===== src/rtl/bbc_clock_enable_gen_if.sv =====
// Register port of bbc_clock_enable_gen.
// Master drives strobe/address/data; slave returns combinational read data.
interface bbc_clock_enable_gen_if;
   logic        cfg_wr;
   logic [2:0]  cfg_addr;
   logic [31:0] cfg_wdata;
   logic [31:0] cfg_rdata;

   modport master (
      output cfg_wr,
      output cfg_addr,
      output cfg_wdata,
      input  cfg_rdata
   );

   modport slave (
      input  cfg_wr,
      input  cfg_addr,
      input  cfg_wdata,
      output cfg_rdata
   );
endinterface


===== src/rtl/bbc_clock_enable_gen.sv =====
// BBC-style clock-enable generator: base, CPU phi1/phi2 and slow-bus enables.
// Optional CLOCKGEN_STRETCH_COUNT_EN adds a stretch-cycle counter at addr 7.
module bbc_clock_enable_gen #(
   parameter int NUM_SLOW     = 2,
   parameter int DIV_W        = 8,
   parameter int DEF_BASE_M1  = 11,
   parameter int DEF_CPU_M1   = 2,
   parameter int DEF_RATIO_M1 = 0
) (
   input  logic                  clk,
   input  logic                  reset,
   bbc_clock_enable_gen_if.slave cfg,
   input  logic [NUM_SLOW-1:0]   slow_access_req,
   output logic                  enable_cpu,
   output logic [1:0]            phi,
   output logic                  base_rise_enable,
   output logic                  base_high,
   output logic [NUM_SLOW-1:0]   slow_rise,
   output logic [NUM_SLOW-1:0]   slow_fall,
   output logic                  reset_cpu,
   output logic                  stretching
);
   typedef enum logic {PHI1, PHI2} phase_e;

   localparam logic [DIV_W-1:0] BASE_RST  = DIV_W'(DEF_BASE_M1);
   localparam logic [DIV_W-1:0] CPU_RST   = DIV_W'(DEF_CPU_M1);
   localparam logic [DIV_W-1:0] RATIO_RST = DIV_W'(DEF_RATIO_M1);
   localparam logic [DIV_W-1:0] ONE       = DIV_W'(1);

   phase_e              phase_q, phase_d;
   logic [DIV_W-1:0]    bc_q, bc_d;
   logic [DIV_W-1:0]    cc_q, cc_d;
   logic [DIV_W-1:0]    base_m1_q, base_m1_d;
   logic [DIV_W-1:0]    cpu_m1_q, cpu_m1_d;
   logic [DIV_W-1:0]    sk_q [NUM_SLOW];
   logic [DIV_W-1:0]    sk_d [NUM_SLOW];
   logic [DIV_W-1:0]    ratio_m1_q [NUM_SLOW];
   logic [DIV_W-1:0]    ratio_m1_d [NUM_SLOW];
   logic [NUM_SLOW-1:0] level_q, level_d;
   logic [NUM_SLOW-1:0] sel_q, sel_d;
   logic                reset_cpu_q, reset_cpu_d;
   logic                cpu_disable_q, cpu_disable_d;
   logic                stretching_q, stretching_d;
   logic                base_high_q, base_high_d;

   logic                base_tick;
   logic                raw_tick;
   logic                cpu_tick;
   logic [NUM_SLOW-1:0] slow_tgl;
   logic [NUM_SLOW-1:0] req_oh;
   logic                slow_hold;
   logic                sel_fall;
   logic                unused_wdata;

`ifdef CLOCKGEN_STRETCH_COUNT_EN
   logic [15:0]         stretch_cnt_q, stretch_cnt_d;
`endif

   assign unused_wdata = ^cfg.cfg_wdata;

   // cc also clears on its own tick so the CPU rate repeats between base ticks
   always_comb begin
      base_tick   = (bc_q >= base_m1_q);
      raw_tick    = base_tick | (cc_q >= cpu_m1_q);
      cpu_tick    = raw_tick & ~cpu_disable_q;
      bc_d        = base_tick ? '0 : bc_q + ONE;
      cc_d        = raw_tick ? '0 : cc_q + ONE;
      base_high_d = base_tick;
      for (int k = 0; k < NUM_SLOW; k++) begin
         slow_tgl[k] = base_tick & (sk_q[k] >= ratio_m1_q[k]);
         sk_d[k]     = sk_q[k];
         if (base_tick) begin
            sk_d[k] = slow_tgl[k] ? '0 : sk_q[k] + ONE;
         end
      end
      level_d   = level_q ^ slow_tgl;
      slow_rise = slow_tgl & ~level_q;
      slow_fall = slow_tgl & level_q;
   end

   always_comb begin
      req_oh       = slow_access_req & (~slow_access_req + NUM_SLOW'(1));
      slow_hold    = |(req_oh & level_q);
      sel_fall     = |(sel_q & slow_fall);
      phase_d      = phase_q;
      stretching_d = stretching_q;
      sel_d        = sel_q;
      enable_cpu   = 1'b0;
      if (!cpu_disable_q) begin
         unique case (phase_q)
            PHI1: begin
               if (cpu_tick && !slow_hold) begin
                  phase_d      = PHI2;
                  stretching_d = |req_oh;
                  sel_d        = req_oh;
               end
            end
            PHI2: begin
               if (stretching_q ? sel_fall : cpu_tick) begin
                  phase_d      = PHI1;
                  stretching_d = 1'b0;
                  enable_cpu   = 1'b1;
               end
            end
            default: ;
         endcase
      end
   end

   always_comb begin
      base_m1_d     = base_m1_q;
      cpu_m1_d      = cpu_m1_q;
      reset_cpu_d   = reset_cpu_q;
      cpu_disable_d = cpu_disable_q;
      for (int k = 0; k < NUM_SLOW; k++) begin
         ratio_m1_d[k] = ratio_m1_q[k];
      end
      if (cfg.cfg_wr) begin
         unique case (1'b1)
            cfg.cfg_addr == 3'd0: begin
               base_m1_d = cfg.cfg_wdata[DIV_W-1:0];
               cpu_m1_d  = cfg.cfg_wdata[16 +: DIV_W];
            end
            cfg.cfg_addr == 3'd1: begin
               reset_cpu_d   = cfg.cfg_wdata[0];
               cpu_disable_d = cfg.cfg_wdata[1];
            end
            default: ;
         endcase
         for (int k = 0; k < NUM_SLOW; k++) begin
            if (cfg.cfg_addr == 3'(k + 2)) begin
               ratio_m1_d[k] = cfg.cfg_wdata[DIV_W-1:0];
            end
         end
      end
   end

   always_comb begin
      cfg.cfg_rdata = '0;
      unique case (1'b1)
         cfg.cfg_addr == 3'd0: begin
            cfg.cfg_rdata[DIV_W-1:0]   = base_m1_q;
            cfg.cfg_rdata[16 +: DIV_W] = cpu_m1_q;
         end
         cfg.cfg_addr == 3'd1: begin
            cfg.cfg_rdata[1:0] = {cpu_disable_q, reset_cpu_q};
         end
         default: ;
      endcase
      for (int k = 0; k < NUM_SLOW; k++) begin
         if (cfg.cfg_addr == 3'(k + 2)) begin
            cfg.cfg_rdata[DIV_W-1:0] = ratio_m1_q[k];
         end
      end
`ifdef CLOCKGEN_STRETCH_COUNT_EN
      if (cfg.cfg_addr == 3'd7) begin
         cfg.cfg_rdata = {16'd0, stretch_cnt_q};
      end
`endif
   end

`ifdef CLOCKGEN_STRETCH_COUNT_EN
   always_comb begin
      stretch_cnt_d = stretch_cnt_q;
      if (cfg.cfg_wr && cfg.cfg_addr == 3'd7) begin
         stretch_cnt_d = '0;
      end else if (stretching_q && stretch_cnt_q != 16'hFFFF) begin
         stretch_cnt_d = stretch_cnt_q + 16'd1;
      end
   end

   always_ff @(posedge clk) begin
      if (reset) begin
         stretch_cnt_q <= '0;
      end else begin
         stretch_cnt_q <= stretch_cnt_d;
      end
   end
`endif

   always_ff @(posedge clk) begin
      if (reset) begin
         phase_q       <= PHI1;
         bc_q          <= '0;
         cc_q          <= '0;
         base_m1_q     <= BASE_RST;
         cpu_m1_q      <= CPU_RST;
         level_q       <= '0;
         sel_q         <= '0;
         reset_cpu_q   <= 1'b0;
         cpu_disable_q <= 1'b0;
         stretching_q  <= 1'b0;
         base_high_q   <= 1'b0;
         for (int k = 0; k < NUM_SLOW; k++) begin
            sk_q[k]       <= '0;
            ratio_m1_q[k] <= RATIO_RST;
         end
      end else begin
         phase_q       <= phase_d;
         bc_q          <= bc_d;
         cc_q          <= cc_d;
         base_m1_q     <= base_m1_d;
         cpu_m1_q      <= cpu_m1_d;
         level_q       <= level_d;
         sel_q         <= sel_d;
         reset_cpu_q   <= reset_cpu_d;
         cpu_disable_q <= cpu_disable_d;
         stretching_q  <= stretching_d;
         base_high_q   <= base_high_d;
         for (int k = 0; k < NUM_SLOW; k++) begin
            sk_q[k]       <= sk_d[k];
            ratio_m1_q[k] <= ratio_m1_d[k];
         end
      end
   end

   assign phi              = (phase_q == PHI2) ? 2'b10 : 2'b01;
   assign base_rise_enable = base_tick;
   assign base_high        = base_high_q;
   assign reset_cpu        = reset_cpu_q;
   assign stretching       = stretching_q;
endmodule


===== src/flat_wrapper.sv =====
// flat-port wrapper written by rule: the top's interface ports become plain ports
module bbc_clock_enable_gen_flat 
#(
   parameter int NUM_SLOW     = 2,
   parameter int DIV_W        = 8,
   parameter int DEF_BASE_M1  = 11,
   parameter int DEF_CPU_M1   = 2,
   parameter int DEF_RATIO_M1 = 0
)
  (clk, reset, slow_access_req, enable_cpu, phi, base_rise_enable, base_high, slow_rise, slow_fall, reset_cpu, stretching, cfg_cfg_wr, cfg_cfg_addr, cfg_cfg_wdata, cfg_cfg_rdata);
  bbc_clock_enable_gen_if cfg_i ();
  input  logic clk;
  input  logic reset;
  input  logic [NUM_SLOW-1:0] slow_access_req;
  output logic enable_cpu;
  output logic [1:0] phi;
  output logic base_rise_enable;
  output logic base_high;
  output logic [NUM_SLOW-1:0] slow_rise;
  output logic [NUM_SLOW-1:0] slow_fall;
  output logic reset_cpu;
  output logic stretching;
  input wire logic [$bits(cfg_i.cfg_wr)-1:0] cfg_cfg_wr;
  input wire logic [$bits(cfg_i.cfg_addr)-1:0] cfg_cfg_addr;
  input wire logic [$bits(cfg_i.cfg_wdata)-1:0] cfg_cfg_wdata;
  output wire logic [$bits(cfg_i.cfg_rdata)-1:0] cfg_cfg_rdata;
  assign cfg_i.cfg_wr = cfg_cfg_wr;
  assign cfg_i.cfg_addr = cfg_cfg_addr;
  assign cfg_i.cfg_wdata = cfg_cfg_wdata;
  assign cfg_cfg_rdata = cfg_i.cfg_rdata;
  bbc_clock_enable_gen #(.NUM_SLOW(NUM_SLOW), .DIV_W(DIV_W), .DEF_BASE_M1(DEF_BASE_M1), .DEF_CPU_M1(DEF_CPU_M1), .DEF_RATIO_M1(DEF_RATIO_M1)) u_core (.clk(clk), .reset(reset), .cfg(cfg_i), .slow_access_req(slow_access_req), .enable_cpu(enable_cpu), .phi(phi), .base_rise_enable(base_rise_enable), .base_high(base_high), .slow_rise(slow_rise), .slow_fall(slow_fall), .reset_cpu(reset_cpu), .stretching(stretching));
endmodule

===== config.mk =====
export PLATFORM = sky130hd
export DESIGN_NAME = bbc_clock_enable_gen_flat
export DESIGN_NICKNAME = d
export VERILOG_FILES = /design/src/rtl/bbc_clock_enable_gen_if.sv /design/src/rtl/bbc_clock_enable_gen.sv /design/src/flat_wrapper.sv
export SDC_FILE = /design/constraint.sdc
export NUM_CORES = 1
export LEC_CHECK = 0
export CORE_MARGIN = 2
export CORE_UTILIZATION = 44
export CTS_CLUSTER_DIAMETER = 40
export DETAILED_ROUTE_END_ITERATION = 6
export PLACE_DENSITY = 0.73
export REMOVE_ABC_BUFFERS = 1
export SLEW_MARGIN = 20
export SYNTH_ARGS = -nofsm -noshare
export SYNTH_HDL_FRONTEND = slang
export SYNTH_SLANG_ARGS = --single-unit

===== constraint.sdc =====
create_clock -name clk -period 3 [get_ports clk]
set_input_delay 0.6 -clock clk [delete_from_list [all_inputs] [get_ports clk]]
set_output_delay 0.6 -clock clk [all_outputs]
set_load 0.02 [all_outputs]

==> run summary, run 1 <==
The signal on the critical path passes through inv_2 > ha_4 > nand2b_4 > a2111oi_4 > or4b_4 > and2_4 > nor2_4 > ha_4 > a22oi_2 > a211oi_2 > and2_4 > buf_6. The share of cells above drive strength 1 was 23.19%; the total global routing overflow was 0. Max-cap violations in this run came to 0. The worst register-to-register path begins at u_core.bc_q[0]$_SDFF_PP0_. In this run the tightest slew margin relative to its limit is 59.08%. In the finished design, the share of the clock period the worst path needs comes to 112.4%. Dividing total power by cell area gives a power density of 440.5 mW/mm^2. For the number of nets in the layout, the log shows 696. Source of the worst hold timing path: u_core.sel_q[0]$_SDFFE_PP0P_.

Cell internal power was estimated by the tool at 0.001790 W. Number of clock sinks: 73. Wires add up to 10.86 mm.

The tools report the synthesis warning total as 0. Final setup slack of the worst path: -371.1 ps. The floorplan step set the die height to 100.1 microns.

The run finished, with violations left. Once placement finished, the instance area stood at 0.005082 sq mm. The die covers 0.01002 sq mm. The largest single stage delay on the critical path is 540 ps.

The highest ir drop seen on vdd was 0.4259 mV. Entering global routing, the biggest net connects 42 pins. Data on the critical path is required at its endpoint by 2400 ps. The final core area utilization was 62.02%. The clock tree skew after final layout came out at 7.655 ps. The final reports fail on setup timing. The filler cells instantiated in the layout total 778.

The tools report the number of instances in the synthesized netlist as 494. Setup violations remaining at the end of the flow were counted as 3. In this run, post-CTS hold repair placed 0 buffers.

The tools report the placed cell count as 706. The synthesized netlist occupies a cell area of 0.004061 sq mm. The tools report the combinational share of power as 19.2%.

The run gives 0.005649 sq mm as the finished layout cell area. The standard cell with the maximum stage delay on the critical path is sky130_fd_sc_hd__or4b_4. After the flow finishes, the layout carries non-filler instances totaling 732. In the synthesized netlist the async set-or-reset flop fraction comes to 0%. Clock tree synthesis selected as its root buffer the cell sky130_fd_sc_hd__clkbuf_8. Yosys mapped a number of flops with a built-in enable equal to 0. The count of pins over their slew limit was 0. The hold path depth is 2. In this run the count of I/O pins placed on the die edge is 83. The synthesized design devotes to its leading area cell type 35.98% of total area.

The initial antenna violation count came out at 0. Setup repair after global routing could not meet its margin everywhere. Detailed routing inserted a total of 3828 vias.

CTS built an H-tree with a depth of 3. The final count of hold timing violations is 0, and the sum of net half-perimeters after detailed placement is 7.585 mm. The DRC violation total after the first TritonRoute iteration came out at 219.

By startpoint and endpoint, the worst setup path is classified as flop to output port. On the final layout, the worst hold slack is 472.9 ps. Endpoint of the lowest-slack register-to-register path: u_core.phase_q$_SDFFE_PP0N_.

The die width was 100.1 microns; the depth of the worst register-to-register path was 14. A synthesized cell averages 8.221 sq um. The total global routing track utilization was 22.23%; the total of buffers placed on input and output ports was 50. In the routed design, unresolved DRC markers number 0.

The residual antenna-violating net count after detailed routing is 0, and the number of CTS-inserted buffers is 9. By area the synthesized netlist is led by sky130_fd_sc_hd__dfxtp_1, sky130_fd_sc_hd__ha_1, sky130_fd_sc_hd__nand2_1. The gate family responsible for the most delay along the worst path is simple AND/OR/NAND/NOR gates. The tools report the worst min-delay path endpoint as u_core.sel_q[0]$_SDFFE_PP0P_. The library cell with the largest summed area after synthesis was sky130_fd_sc_hd__dfxtp_1.

Once the floorplan was initialized, standard cells occupied 44.59% of the core. The tools report the largest buffer count on any clock path as 2. The first detailed-routing pass took 4 iterations. The number of placement rows was 35; the number of vias per cell was 5.230.

The worst setup path is captured at an output port. The class of the worst hold path is flop to flop. Buffers plus inverters on the worst setup path: 2. Wire length per cell after detailed routing: 14.84 microns. The area growth from synthesis to layout is 39.09%.

Sequential cells burn 42.6% of the power. For this design the static power due to leakage is 2.396 nW. The tools report the area of the core as 0.009109 sq mm.

Among all flip-flop cells after synthesis, the most frequent one is sky130_fd_sc_hd__dfxtp_1. STA puts the critical path data arrival time at 2770 ps. In this run the power spent charging and discharging nets is 0.0006982 W. TritonCTS built the clock tree.

The slew at the pin closest to its max-slew limit is 611.6 ps. At the end of routability-driven placement, the weighted congestion stood at 0.9055. The tools report the via count of the first global-routing pass as 3845. Synthesis inferred 73 register bits. For the clock latency on the worst-skew pair, the log shows 350 ps.

The minimum setup slack among reg-to-reg paths is 230 ps. Clock-pin slew was measured on the worst setup and hold paths at 80 ps. The unique cell type count in the Yosys netlist was 44; the shortest clock period the worst path allows after layout was 3371 ps. The worst setup path is launched from a flop. Per report_power, the clock group accounts for 38.2% of the total. Of the total power, the share spent switching nets is 28.06%. Total power for the finished layout comes to 0.002488 W. The count of inserted antenna diode cells was 0; the maximum fanout count along the critical path was 4. Sequential cells were found to cover 35.98% of the synthesized design area. The tools report the first-pass GRT wire length as 17.65 mm.

The run gives 0.2966 GHz as the fmax.
-- cells in the final DEF, fill, tap and decap left out, drive strengths merged, types with 2 or more instances in the layout --
master	count
a21o	7
or2	2
o211ai	3
dlygate4sd2	15
or4	2
nor4	3
nand4	2
ha	40
conb	16
nand2b	4
nor3b	2
clkdlybuf4s50	28
o31a	2
clkinv	2
dfxtp	73
o21ai	9
o31ai	2
clkinvlp	2
a211oi	6
a2111oi	2
nor3	6
clkbuf	9
mux4	2
xor2	9
and3	4
nor2b	2
a21boi	2
buf	86
nor2	55
mux2i	23
nand2	63
inv	44
xnor2	8
and2	12
bufinv	3
nand3	21
a21oi	41
-- logic make-up (layout without fill, tap and decap cells) --
family | count (synthesis) | after routing | share of synthesized area, %
simple gates | 181 | 181 | 20.18
compound gates | 79 | 79 | 11.98
buf+inv | 78 | 190 | 8.996
flops | 73 | 73 | 35.98
fa+ha+maj | 40 | 40 | 12.32
mux | 25 | 25 | 6.777
xor+xnor | 17 | 17 | 3.666
other cells | 1 | 16 | 0.09233
-- repair_timing --
action | 4_1_cts | 5_1_grt
setup endpoints to repair | 20 | 8
setup buffers | 9 | 4
pin swaps | 11 | 1
cloned | 0 | 0
resized for setup | 93 | 10
-- flip-flops by register name, indices dropped and copies added, names as in the netlist --
| signal | count |
|---|---|
| u_core.base_high | 1 |
| u_core.base_m1_q | 8 |
| u_core.bc_q | 8 |
| u_core.cc_q | 8 |
| u_core.cpu_disable_q | 1 |
| u_core.cpu_m1_q | 8 |
| u_core.level_q | 2 |
| u_core.phase_q | 1 |
| u_core.ratio_m1_q | 16 |
| u_core.reset_cpu | 1 |
| u_core.sel_q | 2 |
| u_core.sk_q | 16 |
| u_core.stretching | 1 |
-- worst max-delay path by stage --
stage                  to                             start  cells past startpoint  slack [ps]
2_1_floorplan  enable_cpu         u_core.bc_q[0]$_SDFF_PP0_                     11        -350
3_3_place_gp   enable_cpu  u_core.base_m1_q[6]$_SDFFE_PP0P_                     11        -560
3_5_place_dp   enable_cpu  u_core.base_m1_q[7]$_SDFFE_PP0P_                     11        -600
4_1_cts        enable_cpu         u_core.bc_q[0]$_SDFF_PP0_                     12        -310
5_1_grt        enable_cpu         u_core.bc_q[0]$_SDFF_PP0_                     12        -490
6_report       enable_cpu         u_core.bc_q[0]$_SDFF_PP0_                     12        -370
-- per-stage QoR --
step                      worst slack (ps)  TNS [ps]
after global routing                -488.9     -1218
after global placement              -558.4     -1190
after floorplan                     -345.5    -345.5
final                               -371.1    -794.8
after detailed placement            -602.7     -1484
after CTS                           -305.9    -599.1
-- power by group through the flow --
stage          combinational, W  sequential, W  clock [W]
6_report               0.000477        0.00106   0.000951
3_3_place_gp           0.000416        0.00108          0
3_5_place_dp           0.000432        0.00108          0
5_1_grt                0.000525        0.00107   0.000997
2_1_floorplan          0.000224        0.00108          0
4_1_cts                0.000466        0.00106   0.000954
-- Yosys cell counts, types with 6 or more instances --
cell type and number:
sky130_fd_sc_hd__nor2_1 55, sky130_fd_sc_hd__buf_4 18, sky130_fd_sc_hd__nand2_1 63, sky130_fd_sc_hd__xnor2_1 8, sky130_fd_sc_hd__xor2_1 9, sky130_fd_sc_hd__a21oi_1 41
sky130_fd_sc_hd__inv_1 44, sky130_fd_sc_hd__and2_1 11, sky130_fd_sc_hd__a21o_1 7, sky130_fd_sc_hd__dfxtp_1 73, sky130_fd_sc_hd__o21ai_0 9, sky130_fd_sc_hd__nand3_1 21
sky130_fd_sc_hd__mux2i_1 23, sky130_fd_sc_hd__nor3_1 6, sky130_fd_sc_hd__clkbuf_1 11, sky130_fd_sc_hd__ha_1 40
-- layer usage --
metal	up-vias	GRT usage (%)	share of wire, %
met5	-	0	0
met1	1799	27.32	43
met2	131	38.20	48
met4	0	9.273	2.5
met3	25	4.248	6.7
li1	1873	-	-
-- layout make-up --
class / count / area (sq um) / area share (%)
Inverter: 44 / 165.2 / 2.924
Multi-Input combinational cell: 358 / 2516 / 44.54
Clock inverter: 7 / 118.9 / 2.104
Sequential cell: 73 / 1470 / 26.02
Tap cell: 111 / 138.9 / 2.458
Timing Repair Buffer: 130 / 1116 / 19.76
Clock buffer: 9 / 123.9 / 2.193
-- worst reg2reg max path, delay by kind of cell (launching register included) --
kind | cells | cell delay (ps)
flip-flops | 1 | 340
AND/OR/NAND/NOR | 5 | 1040
adder cells (fa/ha/maj) | 2 | 400
AO/OA/AOI/OAI | 5 | 700
buffers and inverters | 2 | 180
No activity file was read; power rests on OpenSTA's default activity.
==> run 2: changes to the inputs <==
--- a/config.mk
+++ b/config.mk
@@ -5,9 +5,10 @@
 export SDC_FILE = /design/constraint.sdc
 export NUM_CORES = 1
 export LEC_CHECK = 0
-export CORE_MARGIN = 2
+export CAP_MARGIN = 25
 export CORE_UTILIZATION = 44
 export CTS_CLUSTER_DIAMETER = 40
+export CTS_CLUSTER_SIZE = 40
 export DETAILED_ROUTE_END_ITERATION = 6
 export PLACE_DENSITY = 0.73
 export REMOVE_ABC_BUFFERS = 1
==> run summary, run 2 (same netlist as run 1, synthesis figures left out) <==
The first-pass GRT wire length is 17.84 mm. The sequential share of power is 45.4%. The logs give 23.37% for the total global routing track utilization and -574.5 ps for the worst slack after detailed placement. In the routed layout, each cell is associated on average with a via count of 5.205. The residual antenna-violating net count after detailed routing was 0; the buffers plus inverters on the worst setup path was 2. The initial antenna violation count is 0.

Measured against its own limit, the worst slew margin works out to 62.85%. In this run the count of I/O pins placed on the die edge is 83. The region available for standard cell placement spans 0.008848 sq mm.

The via count of the first global-routing pass is 3875. Based on the critical path, the design can be clocked at up to 0.2990 GHz. The post-route netlist has 23.27% of its cells at a drive strength greater than 1. The total wire length is 11.05 mm, and the sum of net half-perimeters after detailed placement is 7.884 mm.

Setup violations remaining at the end of the flow were counted as 4. The tool flagged a number of max-cap violations equal to 0. The count of inserted antenna diode cells was 0; the DRC violations left was 7. Counting every sink on the clock net gives 73. The net switching power came out at 0.0006769 W. Data on the critical path is required at its endpoint by 2400 ps. Overall power consumption after layout is estimated at 0.002319 W. The cell-internal power was 0.001643 W. The tools report the count of pins over their slew limit as 0. Overall die area: 0.009619 sq mm. The H-tree was split into 3 levels. In this run switching power makes up 29.18% of total power. The clock tree skew after final layout was 10.17 ps; the final count of hold timing violations was 0.

The critical path goes through inv_1 > ha_4 > and3_4 > or4b_4 > and2_4 > nor2_4 > ha_4 > a22oi_2 > a211oi_2 > and2_1 > buf_6. The most common cell after layout, fill and taps aside was sky130_fd_sc_hd__buf_4. TritonCTS built the clock tree.

The analysis attributes to cell leakage a power of 2.375 nW. The shortest clock period the worst path allows after layout was 3344 ps; the clock latency on the worst-skew pair was 350 ps. Of the available clock period, the critical path in the final layout requires 111.5%. For the final setup slack of the worst path, the log shows -344.1 ps. At the end of the flow, the number of nets in the layout was 698.

The total of buffers placed on input and output ports was 50. Gate family responsible for the most delay along the worst path: simple AND/OR/NAND/NOR gates. The final reports fail on DRC, setup timing. The die is 98.08 microns wide. Measured along the y axis, the die boundary spans 98.08 microns.

The final core area utilization was 62.88%. The worst setup path is launched from a flop. The total global routing overflow was 0. The worst hold path belongs to the class flop to flop. Standard cell with the maximum stage delay on the critical path: sky130_fd_sc_hd__or4b_4.

Setup repair after global routing could not meet its margin everywhere. The logs give 42 for the maximum number of pins on one net before global-route repair and 45.90% for the starting density of the core. Buffer cell driving the clock tree root: sky130_fd_sc_hd__clkbuf_8. In this run, the number of DRC markers left after iteration 0 of detailed routing was 223.

The pre-antenna-repair detailed-routing pass consisted of 7 iterations. The largest buffer count on any clock path was 2; the critical path's largest stage delay was 480 ps. Highest ir drop seen on vdd: 0.5660 mV. Cell with the most instances on the worst path: sky130_fd_sc_hd__ha_4.

The setup path with the least slack is of type flop to output port. The run finished, with violations left. The maximum fanout count along the critical path is 3. At the end of routability-driven placement, the weighted congestion stood at 0.8530. The areal power density over the cells is 416.9 mW/mm^2. The total number of vias is 3805. After detailed routing, the average wire length per cell comes to 15.11 microns. The arrival time of the worst setup path was 2740 ps. For the combinational share of power, the log shows 20.8%.

The tools report the number of placement rows as 34. The largest registers in the layout are u_core.ratio_m1_q x16, u_core.sk_q x16. The top cell types in the final layout, fill and taps aside, are sky130_fd_sc_hd__buf_4, sky130_fd_sc_hd__dfxtp_1, sky130_fd_sc_hd__nand2_1. The relative contribution of the clock network to total power is 33.7%, and the synthesis-to-layout area growth is 37.00%. Post-CTS clock slew at the launch and capture registers of the worst setup and hold paths: 80 ps. The worst setup path is captured at an output port. Number of CTS-inserted buffers: 9. For the pin with the worst max-slew slack, the measured transition is 556.7 ps.
==> run 2: layout make-up <==
type,count,area (sq um)
clock buffer,10,137.6
clock inverter,6,57.56
fill,735,3284
inverter,44,165.2
multi-input combinational,358,2472
sequential,73,1471
tap,108,135.1
timing repair buffer,132,1125
==> run 2: final timing paths <==
kind	startpoint	end	slack (ps)	depth (start not counted)
setup / recovery	u_core.base_m1_q[7]$_SDFFE_PP0P_	enable_cpu	-340	11
hold / removal	u_core.cpu_m1_q[7]$_SDFFE_PP0P_	u_core.cpu_m1_q[7]$_SDFFE_PP0P_	480	2
setup reg to reg	u_core.base_m1_q[7]$_SDFFE_PP0P_	u_core.phase_q$_SDFFE_PP0N_	270	13
hold reg to reg	u_core.cpu_m1_q[7]$_SDFFE_PP0P_	u_core.cpu_m1_q[7]$_SDFFE_PP0P_	480	2
==> run 2: stage by stage <==
stage	cells	area (sq um)	setup TNS (ps)	hold slack, ps
floorplan	475	3918	-345.5	434.4
detailed placement	705	5094	-1647	461.8
global route	731	5564	-907.3	491.8
finish	731	5564	-640.2	478.3
global placement	705	5094	-1352	452.9
CTS	729	5466	-484.3	477.0
==> run 2: per-layer routing <==
layer	vias up	global-route usage, %	share of wire [%]
li1	1873	-	-
met1	1803	29.16	43
met2	112	39.76	49
met3	17	4.152	6.0
met4	0	9.557	1.9
met5	-	0	0
==> run 2: worst min-delay path, stage by stage, from the launching register on <==
cell and delay [ps]:
sky130_fd_sc_hd__dfxtp_1 330, sky130_fd_sc_hd__nand2_1 50, sky130_fd_sc_hd__a21oi_1 50
==> run 2: power groups by stage <==
stage | registers [W] | logic [W] | clock network [W]
detailed placement | 0.00107 | 0.000441 | 0
CTS | 0.00105 | 0.000476 | 0.000783
floorplan | 0.00108 | 0.000224 | 0
finish | 0.00105 | 0.000483 | 0.000782
global placement | 0.00107 | 0.000428 | 0
global route | 0.00106 | 0.000527 | 0.000836
==> run 2: timing repair <==
| action | in CTS | in global routing |
|---|---|---|
| setup endpoints to repair | 22 | 7 |
| pin swaps | 13 | 16 |
| buffers inserted | 8 | 4 |
| hold buffers | 0 | 0 |
| endpoints found under the hold margin | 0 | 0 |
| gates resized for setup | 72 | 18 |
==> run 3: changes to the inputs <==
--- a/config.mk
+++ b/config.mk
@@ -7,7 +7,7 @@
 export LEC_CHECK = 0
 export CAP_MARGIN = 25
 export CORE_UTILIZATION = 44
-export CTS_CLUSTER_DIAMETER = 40
+export CTS_CLUSTER_DIAMETER = 30
 export CTS_CLUSTER_SIZE = 40
 export DETAILED_ROUTE_END_ITERATION = 6
 export PLACE_DENSITY = 0.73
==> results of run 3 <==
Final layout, timing and power as in run 2 (identical DEF).
